--- src/rtl/edge_event_arbiter.sv ---
// edge_event_arbiter: turns rising edges on N synchronized level inputs into
// per-channel pending events and serves them one at a time, round-robin,
// to a single handler over a valid/ready handshake.  Overflow is sticky.
module edge_event_arbiter #(
  parameter int N  = 4,
  parameter int IW = $clog2(N)
) (
  input  logic          clk,
  input  logic          rst,
  input  logic [N-1:0]  din,
  input  logic [N-1:0]  en,
  output logic          evt_valid,
  output logic [IW-1:0] evt_id,
  input  logic          evt_ready,
  output logic [N-1:0]  pend,
  output logic [N-1:0]  ovf,
  input  logic          ovf_clr
);

  typedef enum logic [0:0] {
    ST_IDLE  = 1'b0,
    ST_GRANT = 1'b1
  } state_t;

  logic [N-1:0]  din_d_r;
  logic [N-1:0]  rise_s;
  logic          accept_s;
  logic [N-1:0]  acc_mask_s;
  logic [N-1:0]  pend_nxt_s;
  logic [N-1:0]  ovf_nxt_s;
  logic [IW:0]   pick_s;
  state_t        state_r;
  state_t        state_nxt_s;
  logic          valid_nxt_s;
  logic [IW-1:0] id_nxt_s;
  logic [IW-1:0] last_r;
  logic [IW-1:0] last_nxt_s;

  // Round-robin pick: first set bit searching from last+1 with wrap.
  // Result is {found, index}.
  function automatic logic [IW:0] rr_pick(input logic [N-1:0] req,
                                          input logic [IW-1:0] last);
    logic [IW:0]   res;
    logic [IW-1:0] idx;
    int            c;
    res = {(IW+1){1'b0}};
    for (int k = 1; k <= N; k++) begin
      c = int'(last) + k;
      if (c >= N) begin
        c = c - N;
      end else begin
        c = c;
      end
      idx = IW'(c);
      if (!res[IW] && req[idx]) begin
        res = {1'b1, idx};
      end else begin
        res = res;
      end
    end
    return res;
  endfunction

  // Edge detection plus next pending/overflow state; a rise on the channel
  // being accepted re-queues it instead of overflowing.
  always_comb begin
    acc_mask_s = {N{1'b0}};
    rise_s     = din & ~din_d_r & en;
    accept_s   = evt_valid & evt_ready;
    for (int i = 0; i < N; i++) begin
      acc_mask_s[i] = accept_s && (evt_id == IW'(i));
    end
    pend_nxt_s = rise_s | (pend & ~acc_mask_s);
    ovf_nxt_s  = (rise_s & pend & ~acc_mask_s) | (ovf & ~{N{ovf_clr}});
  end

  // Candidate channel for the next grant, taken from the registered pend.
  always_comb begin
    pick_s = rr_pick(pend, last_r);
  end

  // Grant FSM next-state and next-output logic.
  always_comb begin
    state_nxt_s = state_r;
    valid_nxt_s = evt_valid;
    id_nxt_s    = evt_id;
    last_nxt_s  = last_r;
    case (state_r)
      ST_IDLE: begin
        if (pick_s[IW]) begin
          valid_nxt_s = 1'b1;
          id_nxt_s    = pick_s[IW-1:0];
          state_nxt_s = ST_GRANT;
        end else begin
          valid_nxt_s = 1'b0;
        end
      end
      ST_GRANT: begin
        if (evt_ready) begin
          valid_nxt_s = 1'b0;
          last_nxt_s  = evt_id;
          state_nxt_s = ST_IDLE;
        end else begin
          valid_nxt_s = 1'b1;
        end
      end
      default: begin
        valid_nxt_s = 1'b0;
        state_nxt_s = ST_IDLE;
      end
    endcase
  end

  // Input history; also loaded during reset so a level already high at
  // reset release is not seen as an edge.
  always_ff @(posedge clk) begin
    din_d_r <= din;
  end

  // State, handshake outputs and per-channel flags.
  always_ff @(posedge clk) begin
    if (rst) begin
      state_r   <= ST_IDLE;
      evt_valid <= 1'b0;
      evt_id    <= {IW{1'b0}};
      last_r    <= IW'(N - 1);
      pend      <= {N{1'b0}};
      ovf       <= {N{1'b0}};
    end else begin
      state_r   <= state_nxt_s;
      evt_valid <= valid_nxt_s;
      evt_id    <= id_nxt_s;
      last_r    <= last_nxt_s;
      pend      <= pend_nxt_s;
      ovf       <= ovf_nxt_s;
    end
  end

endmodule

--- config.mk ---
export PLATFORM = sky130hd
export DESIGN_NAME = edge_event_arbiter
export DESIGN_NICKNAME = d
export VERILOG_FILES = /design/src/rtl/edge_event_arbiter.sv
export SDC_FILE = /design/constraint.sdc
export NUM_CORES = 1
export LEC_CHECK = 0
export CAP_MARGIN = 20
export CORE_UTILIZATION = 30
export DETAILED_ROUTE_END_ITERATION = 6
export MAX_ROUTING_LAYER = met4
export PLACE_DENSITY_LB_ADDON = 0.05
export SETUP_SLACK_MARGIN = 0.3
export SLEW_MARGIN = 20
export SYNTH_ARGS = -nofsm -noshare
export SYNTH_HDL_FRONTEND = slang
export SYNTH_SLANG_ARGS = --single-unit
--- constraint.sdc ---
create_clock -name clk -period 1.2 [get_ports clk]
set_input_delay 0.24 -clock clk [delete_from_list [all_inputs] [get_ports clk]]
set_output_delay 0.24 -clock clk [all_outputs]
set_load 0.05 [all_outputs]
==> impl_metrics.py, run 1 <==
metrics = {
    "status": {
        "status": "finished, violations left",
        "violations": "negative setup slack",
    },
    "cts": {
        "root_buffer": "clkbuf_4",
        "path_clk_slew_ns": 0.10,
        "cts_tree": "done",
        "numClockSinks": 17,
        "clk_latency_ns": 0.30,
        "clk_path_buf_depth": 2,
        "htree_levels": 1,
        "numCtsBuffers": 3,
    },
    "critical_path": {
        "cp_num_cells": 3,
        "path_buf_inv": 0,
        "reg2reg_slack_ns": -0.14,
        "cp.arrival_ns": 1.55,
        "cp.required_ns": 1.41,
        "reg2reg_depth": 3,
        "cp_max_fo": 3,
        "path_cells": "or4_4 -> and2_4 -> o32ai_2",
        "crit_path_start_kind": "flop",
        "critPathLaunch": "pend[3]",
        "crit_type": "reg2reg",
        "critical_path.reg2reg.endpoint": "evt_id[1]",
        "crit_path_end": "evt_id[1]",
        "cp-end-kind": "flop",
        "regToRegStartpoint": "pend[3]",
        "cpPeakStageDelay_ns": 0.55,
        "crit_family": "simple AND/OR/NAND/NOR gates",
        "crit_slowest_cell": "or4_4",
    },
    "global_route": {
        "grt_pass1_vias": 642,
        "grt_pass1_wl_um": 3153,
        "grt_usage": 0.1838,
        "antenna_found_initial": 0,
        "grt_overflow_total": 0,
        "grt_max_degree": 10,
    },
    "synth": {
        "ys_async_sr_fraction": 0,
        "ys_ff_latch": 17,
        "synth_cell_types": 25,
        "synth_edf_count": 0,
        "syn_nets": 78,
        "syn_area_per_cell_um2": 10.41,
        "yosysSeqAreaShare": 0.4954,
        "yosysWarnings": 0,
        "synthFlopType": "dfxtp_1",
        "syn-cell-area_um2": 686.9,
        "synth_cells": 66,
    },
    "timing": {
        "setup_tns_ns": -0.4912,
        "slew_violations": 0,
        "period_share": 1.117,
        "holdWs_ns": 0.4036,
        "setup_slack_ns": -0.1406,
        "finalSetupViolations": 5,
        "worst_pin_slew_ns": 0.3216,
        "rsz0062_at_grt": "yes",
        "fin_worst_skew_ns": 0.0004905,
        "hold_viol": 0,
        "period_needed_ns": 1.341,
        "max_freq_mhz": 745.9,
        "slew_headroom": 0.7856,
    },
    "placement": {
        "routabilityCongestion": 0.7588,
        "hpwl_um": 1168,
        "io_buffers": 22,
    },
    "floorplanning": {
        "core_um2": 2062,
        "io_pins": 23,
        "start_util": 0.3331,
        "dieWidth_um": 49.85,
        "rows": 16,
        "die_h_um": 49.85,
        "dieArea_um2": 2485,
    },
    "pwr": {
        "power_density_nw_per_um2": 1044,
        "peakVddDrop_uv": 661.9,
        "p_leak_uw": 0.0005410,
    },
    "worst_hold_path": {
        "worstHoldPathType": "in2reg",
    },
    "layout": {
        "layout.nets": 127,
        "final_layout_size_suffix_gt1_frac": 0.5965,
        "diodes": 0,
        "area_growth_pct": 101.6,
        "final_util": 0.6717,
    },
    "detailed_routing": {
        "drt-total-wl_um": 2046,
        "drc": 0,
        "drt-initial-drc-count": 7,
        "via_count": 710,
        "drtPass1Iterations": 4,
        "wl_per_cell_um": 14.51,
        "antenna_violating_nets_post_route": 0,
        "viasPerCell": 5.035,
    },
    "job": {
        "cap_violations": 0,
    },
}
## registers in the layout (all words and copies together) (netlist names)
name	count
pend	4
last_r	2
din_d_r	4
ovf	4
state_r	1
evt_id	2
## stage by stage
stage	power, uW	instance area [um^2]	worst slack (ns)	instances
after detailed placement	1005	1126	-0.2464	123
after floorplan	818.8	701.9	-0.1597	66
after global routing	1529	1385	-0.1739	141
after global placement	1003	1126	-0.3057	123
after CTS	1408	1306	-0.1276	135
final	1446	1385	-0.1406	141
## placed cells by master, fill, tap and decap left out, drive strengths merged, types with 2 or more instances in the layout
cell / instances
buf: 35
dfxtp: 17
clkdlybuf4s50: 8
o31ai: 6
nand3b: 5
a21oi: 5
nor2: 4
clkbuf: 4
or3b: 4
dlygate4sd2: 3
o21ai: 3
nand2: 3
a21boi: 2
inv: 2
## timing repair
item                                    4_1_cts  5_1_grt
endpoints found under the setup margin       24       24
pin swaps                                     7        9
buffers inserted                              8        6
hold endpoints to repair                      0        0
resized for setup                            31        8
hold buffers                                  0        0
## synth_stat cells (2+ instances only)
cell,number,share of area
dfxtp_1,17,0.50
nand2_1,3,0.016
o31ai_1,6,0.066
inv_1,2,0.011
a21oi_1,5,0.036
or3b_2,4,0.051
nand3b_1,5,0.055
a21boi_0,2,0.022
nor2_1,4,0.022
o21ai_0,3,0.022
## layout make-up
type	instances	area [um^2]
inverter	2	7.507
clock buffer	4	26.28
sequential	17	364.1
multi-input combinational	45	409.1
tap	27	33.78
timing repair buffer	46	544.3
fill	157	676.9
## power by group
| group | internal [uW] | switching (uW) |
|---|---|---|
| logic | 266 | 225 |
| clock network | 130 | 187 |
| registers | 600 | 37.4 |
| total | 996 | 450 |
## routing by layer
layer	wire (um)	share of wire	global-route usage	vias to the layer above
met2	1008	0.49	0.2815	23
met5	0	0	-	-
met4	81	0.040	0.1143	0
met3	88	0.043	0.04321	8
met1	868	0.42	0.2155	333
li1	-	-	-	346
## how the worst min path moves through the flow
| stage | from | endpoint | slack [ns] | depth (start not counted) |
|---|---|---|---|---|
| global placement | state_r | state_r | 0.50 | 1 |
| global route | din[0] | din_d_r[0] | 0.38 | 1 |
| CTS | din[3] | din_d_r[3] | 0.40 | 1 |
| detailed placement | last_r[0] | last_r[0] | 0.50 | 2 |
| finish | din[3] | din_d_r[3] | 0.40 | 1 |
| floorplan | din[0] | din_d_r[0] | 0.27 | 0 |
## kinds of logic after synthesis
| kind of cell | Yosys count | share of synthesized area |
|---|---|---|
| mux | 1 | 0.01457 |
| compound gates | 24 | 0.2659 |
| flops | 17 | 0.4955 |
| buf+inv | 4 | 0.03278 |
| simple gates | 20 | 0.1912 |
Note: power is estimated with default switching activity, not from simulation.
==> run 2, diff against run 1 <==
--- a/config.mk
+++ b/config.mk
@@ -10,6 +10,7 @@
 export DETAILED_ROUTE_END_ITERATION = 6
 export MAX_ROUTING_LAYER = met4
 export PLACE_DENSITY_LB_ADDON = 0.05
+export REMOVE_ABC_BUFFERS = 1
 export SETUP_SLACK_MARGIN = 0.3
 export SLEW_MARGIN = 20
 export SYNTH_ARGS = -nofsm -noshare
==> impl_metrics.py, run 2 (synthesized netlist as in run 1, its figures left out) <==
metrics = {
    "job": {
        "cap_violations": 0,
    },
    "global_route": {
        "grt_usage": 0.1610,
        "grt_overflow_total": 0,
        "grt_max_degree": 10,
        "grt_pass1_wl_um": 2898,
        "grt_pass1_vias": 580,
        "antenna_found_initial": 0,
    },
    "cts": {
        "clk_latency_ns": 0.28,
        "clk_path_buf_depth": 2,
        "path_clk_slew_ns": 0.10,
        "htree_levels": 1,
        "numClockSinks": 17,
        "cts_tree": "done",
        "cts_hold_buffers": 0,
        "root_buffer": "clkbuf_4",
        "numCtsBuffers": 3,
    },
    "detailed_routing": {
        "drt-total-wl_um": 1800,
        "drtPass1Iterations": 4,
        "wl_per_cell_um": 13.24,
        "via_count": 653,
        "drt-initial-drc-count": 7,
        "antenna_violating_nets_post_route": 0,
        "drc": 0,
        "viasPerCell": 4.801,
    },
    "floorplanning": {
        "rows": 16,
        "die_h_um": 49.85,
        "start_util": 0.3331,
        "dieArea_um2": 2485,
        "io_pins": 23,
        "dieWidth_um": 49.85,
        "core_um2": 2062,
    },
    "timing": {
        "rsz0062_at_grt": "yes",
        "finalSetupViolations": 5,
        "slew_headroom": 0.7755,
        "max_freq_mhz": 760.0,
        "period_share": 1.096,
        "fin_worst_skew_ns": 0.004790,
        "hold_viol": 0,
        "worst_pin_slew_ns": 0.3367,
        "slew_violations": 0,
        "setup_slack_ns": -0.1158,
        "period_needed_ns": 1.316,
    },
    "layout": {
        "layout.nets": 122,
        "n_fill_cell": 159,
        "diodes": 0,
        "fin_area_um2": 1341,
        "fin_cells": 136,
        "top_regs": "din_d_r (4), ovf (4), pend (4)",
        "mostFrequentLayoutCells": "buf_12 (11), dfxtp_2 (10), buf_4 (10)",
        "area_growth_pct": 95.26,
        "final_layout_size_suffix_gt1_frac": 0.5688,
        "layout_commonest_cell": "buf_12",
    },
    "critical_path": {
        "cp.arrival_ns": 1.51,
        "cp_max_fo": 3,
        "crit_type": "reg2reg",
        "crit_path_start_kind": "flop",
        "cp.required_ns": 1.39,
        "cp-end-kind": "flop",
    },
    "status": {
        "status": "finished, violations left",
        "violations": "negative setup slack",
    },
    "placement": {
        "io_buffers": 22,
        "dpl.cell_count": 122,
        "postPlaceCellArea_um2": 1104,
        "hpwl_um": 1185,
        "routabilityCongestion": 0.7764,
    },
    "worst_hold_path": {
        "worstHoldPathType": "in2reg",
    },
    "pwr": {
        "p_leak_uw": 0.0005304,
        "peakVddDrop_uv": 724.6,
        "power_density_nw_per_um2": 1051,
    },
}
-- run 2: changes by cell type in the layout (fill, tap and decap cells not counted), sizes merged --
cell | before | now
buf | 35 | 30
dlygate4sd2 | 3 | 1
dlymetal6s2s | 0 | 2
-- run 2: metrics by stage --
stage | hold slack [ns] | setup TNS (ns) | setup WS, ns | power, uW | util
floorplan | 0.2677 | -2.133 | -0.3259 | 808.3 | -
global placement | 0.5145 | -2.254 | -0.2808 | 1009 | 0.5352
detailed placement | 0.5151 | -2.268 | -0.3089 | 1010 | 0.5352
CTS | 0.4172 | -0.2854 | -0.1015 | 1379 | 0.6117
global route | 0.3124 | -0.5523 | -0.1417 | 1488 | 0.6505
finish | 0.2956 | -0.3840 | -0.1158 | 1410 | 0.6505
-- run 2: final timing paths --
check	slack, ns	depth (start not counted)	end	startpoint
setup / recovery	-0.12	3	evt_id[1]	pend[3]
hold / removal	0.30	2	ovf[0]	rst
setup reg to reg	-0.12	3	evt_id[1]	pend[3]
hold reg to reg	0.53	2	ovf[3]	din_d_r[3]
-- run 2: timing repair --
action                                 CTS  global route
setup endpoints to repair               24            24
setup buffers                            5             5
resized for setup                       29            12
endpoints found under the hold margin    0             0
pin swaps                                7             7
-- run 2: worst max-delay path: stages (launching register included) --
cell and delay, ns:
dfxtp_2 0.33, or4_4 0.55, and2_4 0.17, o32ai_2 0.18
-- run 2: power by group --
group	switching [uW]	leakage [uW]	internal, uW	total (uW)
clock	173	0.0000150	129	302
combinational	228	0.000371	252	480
sequential	26.6	0.000144	601	628
-- run 2: metal layers --
metal  global-route usage  vias up  part of all wire
li1                     -      335                 -
met5                    -        -                 0
met3              0.04321        2             0.046
met2               0.2207       17              0.46
met4              0.05714        0            0.0083
met1               0.2241      299              0.49
-- run 2: final cells by class --
class | count | area [um^2] | share of cell area
Timing Repair Buffer | 41 | 510.5 | 0.3806
Multi-Input combinational cell | 45 | 410.4 | 0.3060
Sequential cell | 17 | 352.8 | 0.2631
Tap cell | 27 | 33.78 | 0.02519
Clock buffer | 4 | 26.28 | 0.01959
Inverter | 2 | 7.507 | 0.005597
